**src/rtl/hamming_transmitter.sv**
```systemverilog
// hamming_transmitter: Hamming(7,4) encoder that serialises the codeword, position 1 first,
// one bit per BIT_CYCLES-cycle slot with a mid-slot strobe.
module hamming_transmitter #(
  parameter int BIT_CYCLES = 4
) (
  input  logic       clk,
  input  logic       rst,
  input  logic [1:4] d_in,
  input  logic       load,
  input  logic [2:0] inj_pos,
  output logic       data_line,
  output logic       strobe,
  output logic       busy,
  output logic       done
);
  localparam int CW = $clog2(BIT_CYCLES);
  localparam logic [CW-1:0] LAST = CW'(BIT_CYCLES - 1);
  localparam logic [CW-1:0] MID = CW'(BIT_CYCLES / 2);
  typedef enum logic [1:0] {IDLE, SEND, DONE} state_t;
  state_t state;
  logic [1:4] d_reg;
  logic [2:0] inj_reg;
  logic [2:0] bit_cnt;
  logic [CW-1:0] cyc_cnt;
  logic [6:0] cw;
  logic slot_end, last;
  logic [CW-1:0] cyc_nxt;
  logic [2:0] bit_nxt;
  // cw[i] holds codeword position i+1, so bit_cnt indexes it directly
  always_comb begin
    cw = {d_reg[4], d_reg[3], d_reg[2], d_reg[2] ^ d_reg[3] ^ d_reg[4],
          d_reg[1], d_reg[1] ^ d_reg[3] ^ d_reg[4], d_reg[1] ^ d_reg[2] ^ d_reg[4]};
    cw = inj_reg == 3'd0 ? cw : cw ^ (7'd1 << (inj_reg - 3'd1));
    slot_end = cyc_cnt == LAST;
    last = slot_end && bit_cnt == 3'd6;
    cyc_nxt = slot_end ? '0 : cyc_cnt + CW'(1);
    bit_nxt = slot_end ? bit_cnt + 3'd1 : bit_cnt;
  end
  always_ff @(posedge clk or negedge rst) begin
    if (!rst) begin
      state <= IDLE;
      d_reg <= '0;
      inj_reg <= '0;
      bit_cnt <= '0;
      cyc_cnt <= '0;
      data_line <= 1'b0;
      strobe <= 1'b0;
      busy <= 1'b0;
      done <= 1'b0;
    end else begin
      case (state)
        IDLE: if (load) begin
          state <= SEND;
          d_reg <= d_in;
          inj_reg <= inj_pos;
          bit_cnt <= '0;
          cyc_cnt <= '0;
          // position 1 (p1) must already be on the line in the first SEND cycle
          data_line <= d_in[1] ^ d_in[2] ^ d_in[4] ^ (inj_pos == 3'd1);
          busy <= 1'b1;
        end
        SEND: if (last) begin
          state <= DONE;
          data_line <= 1'b0;
          strobe <= 1'b0;
          busy <= 1'b0;
          done <= 1'b1;
        end else begin
          cyc_cnt <= cyc_nxt;
          bit_cnt <= bit_nxt;
          data_line <= cw[bit_nxt];
          strobe <= cyc_nxt == MID;
        end
        DONE: begin
          state <= IDLE;
          done <= 1'b0;
          bit_cnt <= '0;
          cyc_cnt <= '0;
        end
        default: state <= IDLE;
      endcase
    end
  end
endmodule

```
**config.mk**
```make
export PLATFORM = sky130hd
export DESIGN_NAME = hamming_transmitter
export DESIGN_NICKNAME = d
export VERILOG_FILES = /design/src/rtl/hamming_transmitter.sv
export SDC_FILE = /design/constraint.sdc
export NUM_CORES = 1
export LEC_CHECK = 0
export BUFFER_PORTS_ARGS = -buffer_cell sky130_fd_sc_hd__buf_4
export CORE_MARGIN = 1
export CORE_UTILIZATION = 60
export CTS_BUF_LIST = sky130_fd_sc_hd__clkbuf_4 sky130_fd_sc_hd__clkbuf_8
export DETAILED_ROUTE_END_ITERATION = 12
export GPL_TIMING_DRIVEN = 0
export PLACE_DENSITY = 0.77
export SLEW_MARGIN = 20
export SYNTH_ARGS = -nofsm -noshare
export SYNTH_HDL_FRONTEND = slang
export SYNTH_SLANG_ARGS = --single-unit
```
**constraint.sdc**
```tcl
create_clock -name clk -period 2.1 [get_ports clk]
set_input_delay 0.315 -clock clk [delete_from_list [all_inputs] [get_ports clk]]
set_output_delay 0.315 -clock clk [all_outputs]
set_load 0.01 [all_outputs]
```
==> results of run 1 <==
synthesized netlist by cell type, types with 2 or more instances:
master	n	area, µm²
nor2_1	6	22.5
mux2_2	8	90.1
nand3b_1	3	22.5
ha_1	8	100
dfrtp_1	18	450
nand2b_1	3	18.8
nor2b_1	4	25.0
xnor2_1	6	52.6
nand2_1	10	37.5
nand3_1	4	20.0
a21oi_1	5	25.0
o21ai_0	11	55.1
mux2i_1	3	30.0
xor2_1	5	43.8
inv_1	7	26.3
nor3b_1	3	22.5
xnor3_1	2	45.0
layer usage:
metal | GRT usage | wire, µm
met1 | 0.341 | 1180
met2 | 0.346 | 1090
met3 | 0.0333 | 39
met4 | 0.117 | 29
met5 | 0 | 0
worst paths after layout:
check	startpoint	endpoint	slack, ps	cells after the start
min in group asynchronous	rst	strobe$_DFFE_PN0P_	400	2
min	d_in[3]	d_reg[3]$_DFFE_PN0P_	250	2
max	cyc_cnt[0]$_DFFE_PN0P_	data_line$_DFFE_PN0P_	140	7
max reg2reg	cyc_cnt[0]$_DFFE_PN0P_	data_line$_DFFE_PN0P_	140	7
min reg2reg	strobe$_DFFE_PN0P_	strobe$_DFFE_PN0P_	520	1
max in group asynchronous	rst	bit_cnt[0]$_DFFE_PN0P_	1490	2
where the power goes:
| part | switching [mW] | total [mW] | leakage, nW | internal, mW |
|---|---|---|---|---|
| registers | 0.154 | 0.621 | 0.217 | 0.467 |
| logic | 0.457 | 1.03 | 0.412 | 0.575 |
| clock network | 0.106 | 0.212 | 0.0210 | 0.106 |
layout make-up:
cell class	count	share of cell area
inverters	7	0.0179
clock buffers	4	0.0247
multi-input cells	100	0.542
repair buffers	14	0.0734
flip-flops and latches	18	0.308
well taps	27	0.0230
plain buffers	3	0.0111
cells in the final DEF (no fill, tap or decap), types with 2 or more instances in the layout:
cell type / count
ha_1: 8
nor2_1: 6
nand3_1: 4
mux2i_1: 3
nor2b_1: 3
o21ai_0: 11
a21oi_1: 5
xnor2_1: 6
nor3b_1: 3
nand3b_1: 3
xor2_1: 4
dfrtp_1: 17
inv_1: 7
nand2b_1: 3
mux2_2: 8
buf_4: 14
clkbuf_4: 3
nand2_1: 10
xnor3_1: 2
worst max-delay path: stages (launching register included):
cell	delay [ps]
dfrtp_1	420
ha_1	240
buf_2	230
nor3b_1	80
mux2i_1	140
o221ai_1	120
a2111oi_1	470
o41ai_1	130
cells by family after synthesis:
| group | Yosys count | share of synthesized area |
|---|---|---|
| mux | 11 | 0.0941 |
| compound gates | 27 | 0.138 |
| buf+inv | 10 | 0.0333 |
| fa+ha+maj | 8 | 0.0784 |
| flops | 18 | 0.353 |
| xor+xnor | 14 | 0.132 |
| simple gates | 40 | 0.171 |
metrics by stage:
step | instances | hold slack [ps] | total power [mW] | utilization | cell area, µm²
final | 173 | 250 | 1.86 | 0.740 | 1470
after global routing | 173 | 242 | 2.00 | 0.740 | 1470
after CTS | 173 | 242 | 1.87 | 0.734 | 1450
after detailed placement | 168 | 196 | 1.66 | 0.710 | 1410
after global placement | 168 | 193 | 1.62 | 0.710 | 1410
after floorplan | 128 | 19.4 | 1.44 | - | 1280
timing repair:
action                                  CTS  global route
gates resized for setup                   0             4
endpoints found under the setup margin    0             1
hold buffers                              1             0
hold endpoints to repair                 18             0
==> summary.txt, run 1 <==
Power and ir drop
  – Worst VDD drop: 917 µV
  – Leak pwr: 0.649 nW
  – Pwr dens: 1270 nW/µm²

Layout
  – Fraction of layout cells with a size suffix above 1: 0.226
  – Flip-flop count of the largest register after layout: 4
  – Register area: 452 µm²
  – Area occupied by multi-input gates: ~800 µm²
  – Final #Nets: approximately 170
  – Syn-to-layout area delta: 14.9%
  – Antenna cells: 0
  – Fillcell total: roughly 140

Global route
  – GR Util All Layers: 0.235
  – Global-route wire length before repair: 3.71 mm
  – Initial antenna violation count: 0
  – Vias in the first global route: 873
  – Grt ovf: 0
  – Largest net degree at the start of global routing: 19

Timing
  – Setup TNS: 0 ps
  – Final setup skew: 1.67 ps
  – Final WS setup: 137 ps
  – Unrepaired setup endpoints after global routing: no
  – Fin crit share: 0.935
  – Rel. slew slack: 0.702
  – Minimum clock period: 1960 ps
  – Slew @ Worst Pin: approximately 450 ps
  – Slew Viols, Final: 0
  – Fmax: 510 MHz
  – Final setup violation count: 0
  – Fin. Hold Viols: 0

Run
  – Max_cap viols: 0

Detailed routing
  – Post-detailed-route DRC marker count: 0
  – Via/cell ratio: 5.53
  – Via count: 957
  – Total wire length: about 2.3 mm
  – DR iter-0 viols: 31
  – Post-route ant nets: 0
  – Drt wl/cell: 13.5 µm
  – Pre-antenna DRT Iters: 4

Logic synthesis
  – Synth Area per Inst: 9.97 µm²
  – Seq cells post-synth: 18
  – Fraction of registers with async set or reset after synthesis: 1.00
  – Number of synthesized flops with an enable pin: 0
  – Mapped Cells: around 130
  – Post-Syn Nets: 146
  – Sequential fraction of the synthesis area: 0.353
  – Ys Warns: 0
  – Cell Area, Synth: 1280 µm²
  – Synth Flop Type: dfrtp_1
  – Cell variety after synth: 39

Critical path
  – Critical Path End Type: register
  – CP Data Arrival Time: 2130 ps
  – Max FO, Critical Path: 10
  – Startpoint Class: register
  – Setup CP Type: register to register
  – Critical Path RT: between 2000 and 2500 ps

Floorplan
  – DIE AREA: 2320 µm²
  – Core ar.: a little under 2000 µm²
  – Num rows: 16
  – I/O Pins: 14
  – Initial Utilization: 0.644
  – Die Wd: 48.1 µm
  – Die H: roughly 48 µm

Placement
  – Dpl ws: 92.7 ps
  – Input/output buffers: 13
  – DP HPWL: 1.79 mm
  – RD Place Congestion: 0.845

Clock network
  – Clock slew at reported path FFs: 100 ps
  – CTS tree: built
  – Clock tree buffer depth: 2
  – Clk Latency, worst-skew pair: roughly 290 ps
  – # H-tree levels: 1
  – CTS Sinks: 18
  – Root Driver: clkbuf_4
  – Num CTS Buffers: 3
  – Post-CTS Setup Inserts: 0

Min path
  – Worst Hold Class: primary input to register

Status
  – Status: complete, no violations
Note: power is estimated with default switching activity, not from simulation.
==> inputs of run 2 (changes only) <==
Settings changed: CELL_PAD_IN_SITES_DETAIL_PLACEMENT set to 1, CELL_PAD_IN_SITES_GLOBAL_PLACEMENT set to 2, CORE_UTILIZATION 60 to 38, PLACE_DENSITY 0.77 to 0.76, REMOVE_ABC_BUFFERS set to 1, SLEW_MARGIN 20 to 5.
==> run 2 against run 1 <==
Compared with the run above:
- global-route usage down 4.9 points
- final area up 0.94%
- die area up 55%
- sequential power up 7.1%
- largest cell class unchanged
- highest routed layer unchanged
==> summary.txt, run 2 (same netlist as run 1, synthesis figures left out) <==
Status
  – Status: complete, no violations

Global route
  – Vias in the first global route: 1020 (+17%)
  – Initial antenna violation count: 0 (unchanged)
  – Largest net degree at the start of global routing: 19 (unchanged)
  – Global-route wire length before repair: 4.86 mm (+31%)
  – GR Util All Layers: 0.186 (-0.0491)
  – Grt ovf: 0 (unchanged)

Clock network
  – CTS tree: built
  – Post-CTS Setup Inserts: 0 (unchanged)
  – # H-tree levels: 1 (unchanged)
  – Num CTS Buffers: 3 (unchanged)
  – Clock slew at reported path FFs: 100 ps (about the same)
  – Clk Latency, worst-skew pair: 280 ps (about the same)
  – Clock tree buffer depth: 2 (unchanged)
  – Root Driver: clkbuf_4
  – CTS Sinks: 18 (unchanged)

Detailed routing
  – Pre-antenna DRT Iters: 4 (unchanged)
  – Total wire length: 2.80 mm (+20%)
  – Via count: 994 (+3.9%)
  – Drt wl/cell: 15.0 µm (+12%)
  – Post-route ant nets: 0 (unchanged)
  – Post-detailed-route DRC marker count: 0 (unchanged)
  – Via/cell ratio: 5.34 (-3.4%)
  – DR iter-0 viols: 36 (+16%)

Timing
  – Minimum clock period: 1970 ps (+11.0 ps)
  – Rel. slew slack: 0.669 (-0.0321)
  – Fin crit share: 0.940 (+0.00522)
  – Final setup skew: 8.53 ps (+6.86 ps)
  – Slew @ Worst Pin: 496 ps (+49.1 ps)
  – Final setup violation count: 0 (unchanged)
  – Unrepaired setup endpoints after global routing: no
  – Fin. Hold Viols: 0 (unchanged)
  – Fmax: 507 MHz (-0.56%)
  – Slew Viols, Final: 0 (unchanged)

Floorplan
  – Core ar.: 3130 µm² (+58%)
  – Num rows: 20 (+4)
  – Die H: 60.0 µm (+25%)
  – I/O Pins: 14 (unchanged)
  – Die Wd: 60.0 µm (+25%)
  – DIE AREA: 3590 µm² (+55%)
  – Initial Utilization: 0.408 (-0.236)

Power and ir drop
  – Worst VDD drop: 632 µV (-31%)
  – Combinational Power Share: 0.563 (+0.009)
  – Net switching power figure: 0.758 mW (+5.7%)
  – Total power: 1.89 mW (+1.5%)
  – Sequential fraction of design power: 0.351 (+0.018)
  – Clock power frac: 0.085 (-0.029)
  – Leak pwr: 0.630 nW (-3.0%)
  – Pwr dens: 1280 nW/µm² (+0.55%)
  – Sw Share: 0.400 (+0.0159)
  – Cell-internal power: 1.13 mW (-1.1%)

Critical path
  – CP Data Arrival Time: 2150 ps (+20 ps)
  – Critical Path RT: 2280 ps (about the same)
  – Setup CP Type: register to register
  – Critical Path End Type: register
  – Worst r2r src: cyc_cnt[0]$_DFFE_PN0P_
  – Worst r2r path cells: 6 (-1)
  – Reg2reg end: data_line$_DFFE_PN0P_
  – Startpoint Class: register
  – R2R Setup Slk: 130 ps (about the same)
  – Max FO, Critical Path: 14 (+4)

Layout
  – Fillcell total: 361 (+160%)
  – Fraction of layout cells with a size suffix above 1: 0.218 (-0.00772)
  – Antenna cells: 0 (unchanged)
  – Final #Nets: 162 (-1.8%)
  – Leading cell type in the layout, fill and taps excluded: dfrtp_1
  – Flip-flop count of the largest register after layout: 4 (unchanged)
  – Cell Count, Final, Fillers Out: 186 (+7.5%)
  – Syn-to-layout area delta: 16.0%
  – Fin area: 1480 µm² (+0.94%)
  – Commonest non-fill, non-tap cells in the layout: dfrtp_1 (17), buf_4 (13), nand2_1 (10), o21ai_0 (10), mux2_2 (8)

Placement
  – Input/output buffers: 13 (unchanged)
  – DP HPWL: 2.20 mm (+23%)
  – Cells after DPL: 182 (+8.3%)
  – RD Place Congestion: 0.759 (-10%)
  – Placed Instance Area: 1410 µm² (+0.36%)

Min path
  – Worst Hold Class: primary input to register
  – Hold Crit Start: inj_pos[1]
  – Hold path depth: 2 (unchanged)
  – Hold endpoint: inj_reg[1]$_DFFE_PN0P_

Run
  – Max_cap viols: 0 (unchanged)
[run 2: changes by cell type in the layout (fill, tap and decap cells not counted), sizes merged]
cell | previous run | this run
buf | 15 | 13
clkbuf | 5 | 3
[run 2: worst max path at each step]
stage                                 startpoint               endpoint  slack (ps)  cells past startpoint
final                     cyc_cnt[0]$_DFFE_PN0P_  data_line$_DFFE_PN0P_         130                      6
after global routing      bit_cnt[0]$_DFFE_PN0P_  data_line$_DFFE_PN0P_          10                      7
after CTS                 cyc_cnt[0]$_DFFE_PN0P_  data_line$_DFFE_PN0P_          20                      6
after detailed placement  cyc_cnt[0]$_DFFE_PN0P_  data_line$_DFFE_PN0P_        -160                      6
after global placement    cyc_cnt[0]$_DFFE_PN0P_  data_line$_DFFE_PN0P_         -60                      6
after floorplan           cyc_cnt[0]$_DFFE_PN0P_  data_line$_DFFE_PN0P_         240                      6
[run 2: final cells by class]
cell class | count | area (µm²) | share of cell area
clock buffers | 3 | 22.5 | 0.0152
inverters | 7 | 26.3 | 0.0178
multi-input cells | 100 | 817 | 0.552
flip-flops and latches | 18 | 452 | 0.305
well taps | 44 | 55.1 | 0.0372
repair buffers | 14 | 108 | 0.0727
[run 2: through the flow]
stage                     hold WS [ps]  TNS (ps)  worst slack (ps)   util
after floorplan                   19.4         0               243      -
after global placement             199     -57.3             -57.3  0.452
after detailed placement           199      -165              -165  0.452
after CTS                          262         0              23.7  0.464
after global routing               268         0              12.1  0.473
final                              272         0               126  0.473
[run 2: timing repair]
item / in CTS / in global routing
setup endpoints to repair: 1 / 1
pin swaps: 0 / 0
hold buffers: 1 / 0
gates cloned: 0 / 0
hold endpoints to repair: 18 / 0
resized for setup: 3 / 5
[run 2: metal layers]
metal / wire length, µm / vias up / global-route usage
met5: 0 / - / 0
met3: 57 / 4 / 0.0260
met4: 39 / 0 / 0.0731
met2: 1300 / 11 / 0.273
li1: - / 484 / -
met1: 1400 / 495 / 0.274
[run 2: power by group through the flow]
stage	registers [mW]	logic, mW	clock network, mW
CTS	0.660	1.02	0.178
global placement	0.648	0.979	0
global route	0.697	1.19	0.184
detailed placement	0.665	1.02	0
floorplan	0.613	0.801	0
finish	0.665	1.07	0.161
[run 2: worst max-delay path, stage by stage (launching register included)]
cell,delay (ps)
dfrtp_1,470
ha_4,250
or2_2,320
or2_0,230
o22ai_1,210
a2111oi_2,90
o41ai_1,300
==> inputs of run 3 (changes only) <==
Settings changed: BUFFER_PORTS_ARGS -buffer_cell sky130_fd_sc_hd__buf_4 to not set, CORE_UTILIZATION 38 to 42, DONT_BUFFER_PORTS set to 1, PLACE_DENSITY 0.76 to 0.77.
==> run 3 against run 2 <==
Compared with the run above:
- global-route usage up 0.67 points
- wire length down 4.0%
- combinational power down 9%
- critical path type unchanged
- largest cell class unchanged
- largest power group unchanged
- highest routed layer unchanged
==> summary.txt, run 3 (same netlist as run 1, synthesis figures left out) <==
Critical path
  – Worst path slowest cell: dfrtp_2
  – Worst r2r src: cyc_cnt[0]$_DFFE_PN0P_
  – Worst r2r path cells: 6 (unchanged)
  – CP Data Arrival Time: 2130 ps (-20 ps)
  – Critical Path End Type: register
  – Critical Path RT: 2310 ps (+30 ps)
  – Buf/Inv on CP: 0 (unchanged)
  – R2R Setup Slk: 170 ps (+50 ps)
  – Setup CP Type: register to register
  – Worst-path cell chain: ha_4 -> or2_2 -> or2_0 -> o22ai_2 -> a2111oi_2 -> o41ai_2
  – Reg2reg end: data_line$_DFFE_PN0P_
  – Max FO, Critical Path: 14 (unchanged)
  – Max incr delay on CP: 470 ps (about the same)
  – Startpoint Class: register
  – Cell family with most CP delay: simple AND/OR/NAND/NOR gates

Detailed routing
  – Pre-antenna DRT Iters: 4 (unchanged)
  – DR iter-0 viols: 11 (-69%)
  – Via count: 930 (-6.4%)
  – Post-detailed-route DRC marker count: 0 (unchanged)
  – Total wire length: 2.69 mm (-4.0%)
  – Post-route ant nets: 0 (unchanged)
  – Via/cell ratio: 5.78 (+8.1%)
  – Drt wl/cell: 16.7 µm (+11%)

Clock network
  – Clock tree buffer depth: 2 (unchanged)
  – # H-tree levels: 1 (unchanged)
  – CTS Sinks: 18 (unchanged)
  – Post-CTS Setup Inserts: 0 (unchanged)
  – CTS tree: built
  – Root Driver: clkbuf_4
  – Clk Latency, worst-skew pair: 300 ps (+20 ps)
  – Clock slew at reported path FFs: 110 ps (about the same)
  – Num CTS Buffers: 3 (unchanged)

Floorplan
  – Initial Utilization: 0.451 (+0.0431)
  – I/O Pins: 14 (unchanged)
  – DIE AREA: 3260 µm² (-9.2%)
  – Die Wd: 57.1 µm (-4.7%)
  – Core ar.: 2830 µm² (-9.6%)
  – Num rows: 19 (-5.0%)
  – Die H: 57.1 µm (-4.7%)

Timing
  – Fmax: 519 MHz (+2.3%)
  – Unrepaired setup endpoints after global routing: no
  – Final setup violation count: 0 (unchanged)
  – Final setup skew: 4.42 ps (-4.11 ps)
  – Minimum clock period: 1930 ps (-45.1 ps)
  – Rel. slew slack: 0.438 (-0.232)
  – Slew Viols, Final: 0 (unchanged)
  – Final WS setup: 171 ps (+45.1 ps)
  – Fin crit share: 0.918 (-0.0215)
  – Slew @ Worst Pin: 841 ps (+345 ps)
  – Fin. Hold Viols: 0 (unchanged)

Layout
  – Fin area: 1380 µm² (-6.6%)
  – Flip-flop count of the largest register after layout: 4 (unchanged)
  – Leading cell type in the layout, fill and taps excluded: dfrtp_1
  – Commonest non-fill, non-tap cells in the layout: dfrtp_1 (16), o21ai_0 (11), nand2_1 (10)
  – Final #Nets: 149 (-8.0%)
  – Syn-to-layout area delta: 8.33%
  – Fraction of layout cells with a size suffix above 1: 0.169 (-0.0491)
  – Fin util: 0.489 (+0.0155)
  – Fillcell total: 338 (-6.4%)
  – Antenna cells: 0 (unchanged)
  – Cell Count, Final, Fillers Out: 161 (-13%)

Power and ir drop
  – Leak pwr: 0.579 nW (-8.1%)
  – Pwr dens: 1350 nW/µm² (+6.0%)
  – Worst VDD drop: 868 µV (+37%)
  – Total power: 1.87 mW (-1.0%)

Placement
  – Dpl ws: -236 ps (-71.4 ps)
  – Input/output buffers: 0 (-13)
  – Placed Instance Area: 1300 µm² (-8.1%)
  – DP HPWL: 2.04 mm (-7.1%)
  – Cells after DPL: 156 (-14%)
  – RD Place Congestion: 0.695 (-8.4%)

Global route
  – Vias in the first global route: 1032 (+1.2%)
  – GR Util All Layers: 0.193 (+0.00671)
  – Global-route wire length before repair: 4.80 mm (-1.1%)
  – Grt ovf: 0 (unchanged)
  – Initial antenna violation count: 0 (unchanged)
  – Largest net degree at the start of global routing: 19 (unchanged)

Run
  – Max_cap viols: 0 (unchanged)

Min path
  – Worst Hold Class: primary input to register
  – Hold Crit Start: d_in[3]
  – Hold endpoint: d_reg[3]$_DFFE_PN0P_
  – Hold path depth: 1 (-1)

Status
  – Status: complete, no violations
==> run 3: changes by cell type in the layout (fill, tap and decap cells not counted), sizes merged <==
cell	delta
buf	-13
clkbuf	+1
==> run 3: routing by layer <==
layer | track usage | share of wire
met3 | 0.0522 | 0.046
met2 | 0.289 | 0.44
met1 | 0.268 | 0.50
met5 | 0 | 0
met4 | 0.0732 | 0.010
==> run 3: final cells by class <==
class,instances,area [µm²],area share
inverter,7,26.3,0.0190
clock buffer,4,36.3,0.0262
tap,31,38.8,0.0281
timing repair buffer,1,10.0,0.00724
sequential,18,453,0.328
multi-input combinational,100,818,0.592
==> run 3: metrics by stage <==
stage	hold WS, ps	setup TNS (ps)
floorplan	19.4	0
global placement	19.8	-114
detailed placement	19.9	-236
CTS	143	0
global route	146	0
finish	156	0
==> run 3: what timing repair did <==
action,4_1_cts,5_1_grt
endpoints found under the setup margin,1,1
endpoints found under the hold margin,18,0
resized for setup,4,5
hold buffers,1,0
==> run 3: power breakdown <==
group          internal [mW]  switching (mW)
clock                  0.106           0.114
sequential             0.468           0.206
combinational          0.546           0.434
==> run 3: worst max-delay path by stage <==
stage / from / endpoint / slack (ps) / depth (start not counted)
6_report: cyc_cnt[0]$_DFFE_PN0P_ / data_line$_DFFE_PN0P_ / 170 / 6
5_1_grt: cyc_cnt[0]$_DFFE_PN0P_ / data_line$_DFFE_PN0P_ / 40 / 6
4_1_cts: bit_cnt[0]$_DFFE_PN0P_ / data_line$_DFFE_PN0P_ / 2 / 7
3_5_place_dp: cyc_cnt[0]$_DFFE_PN0P_ / data_line$_DFFE_PN0P_ / -240 / 6
3_3_place_gp: cyc_cnt[0]$_DFFE_PN0P_ / data_line$_DFFE_PN0P_ / -110 / 6
2_1_floorplan: cyc_cnt[0]$_DFFE_PN0P_ / data_line$_DFFE_PN0P_ / 240 / 6
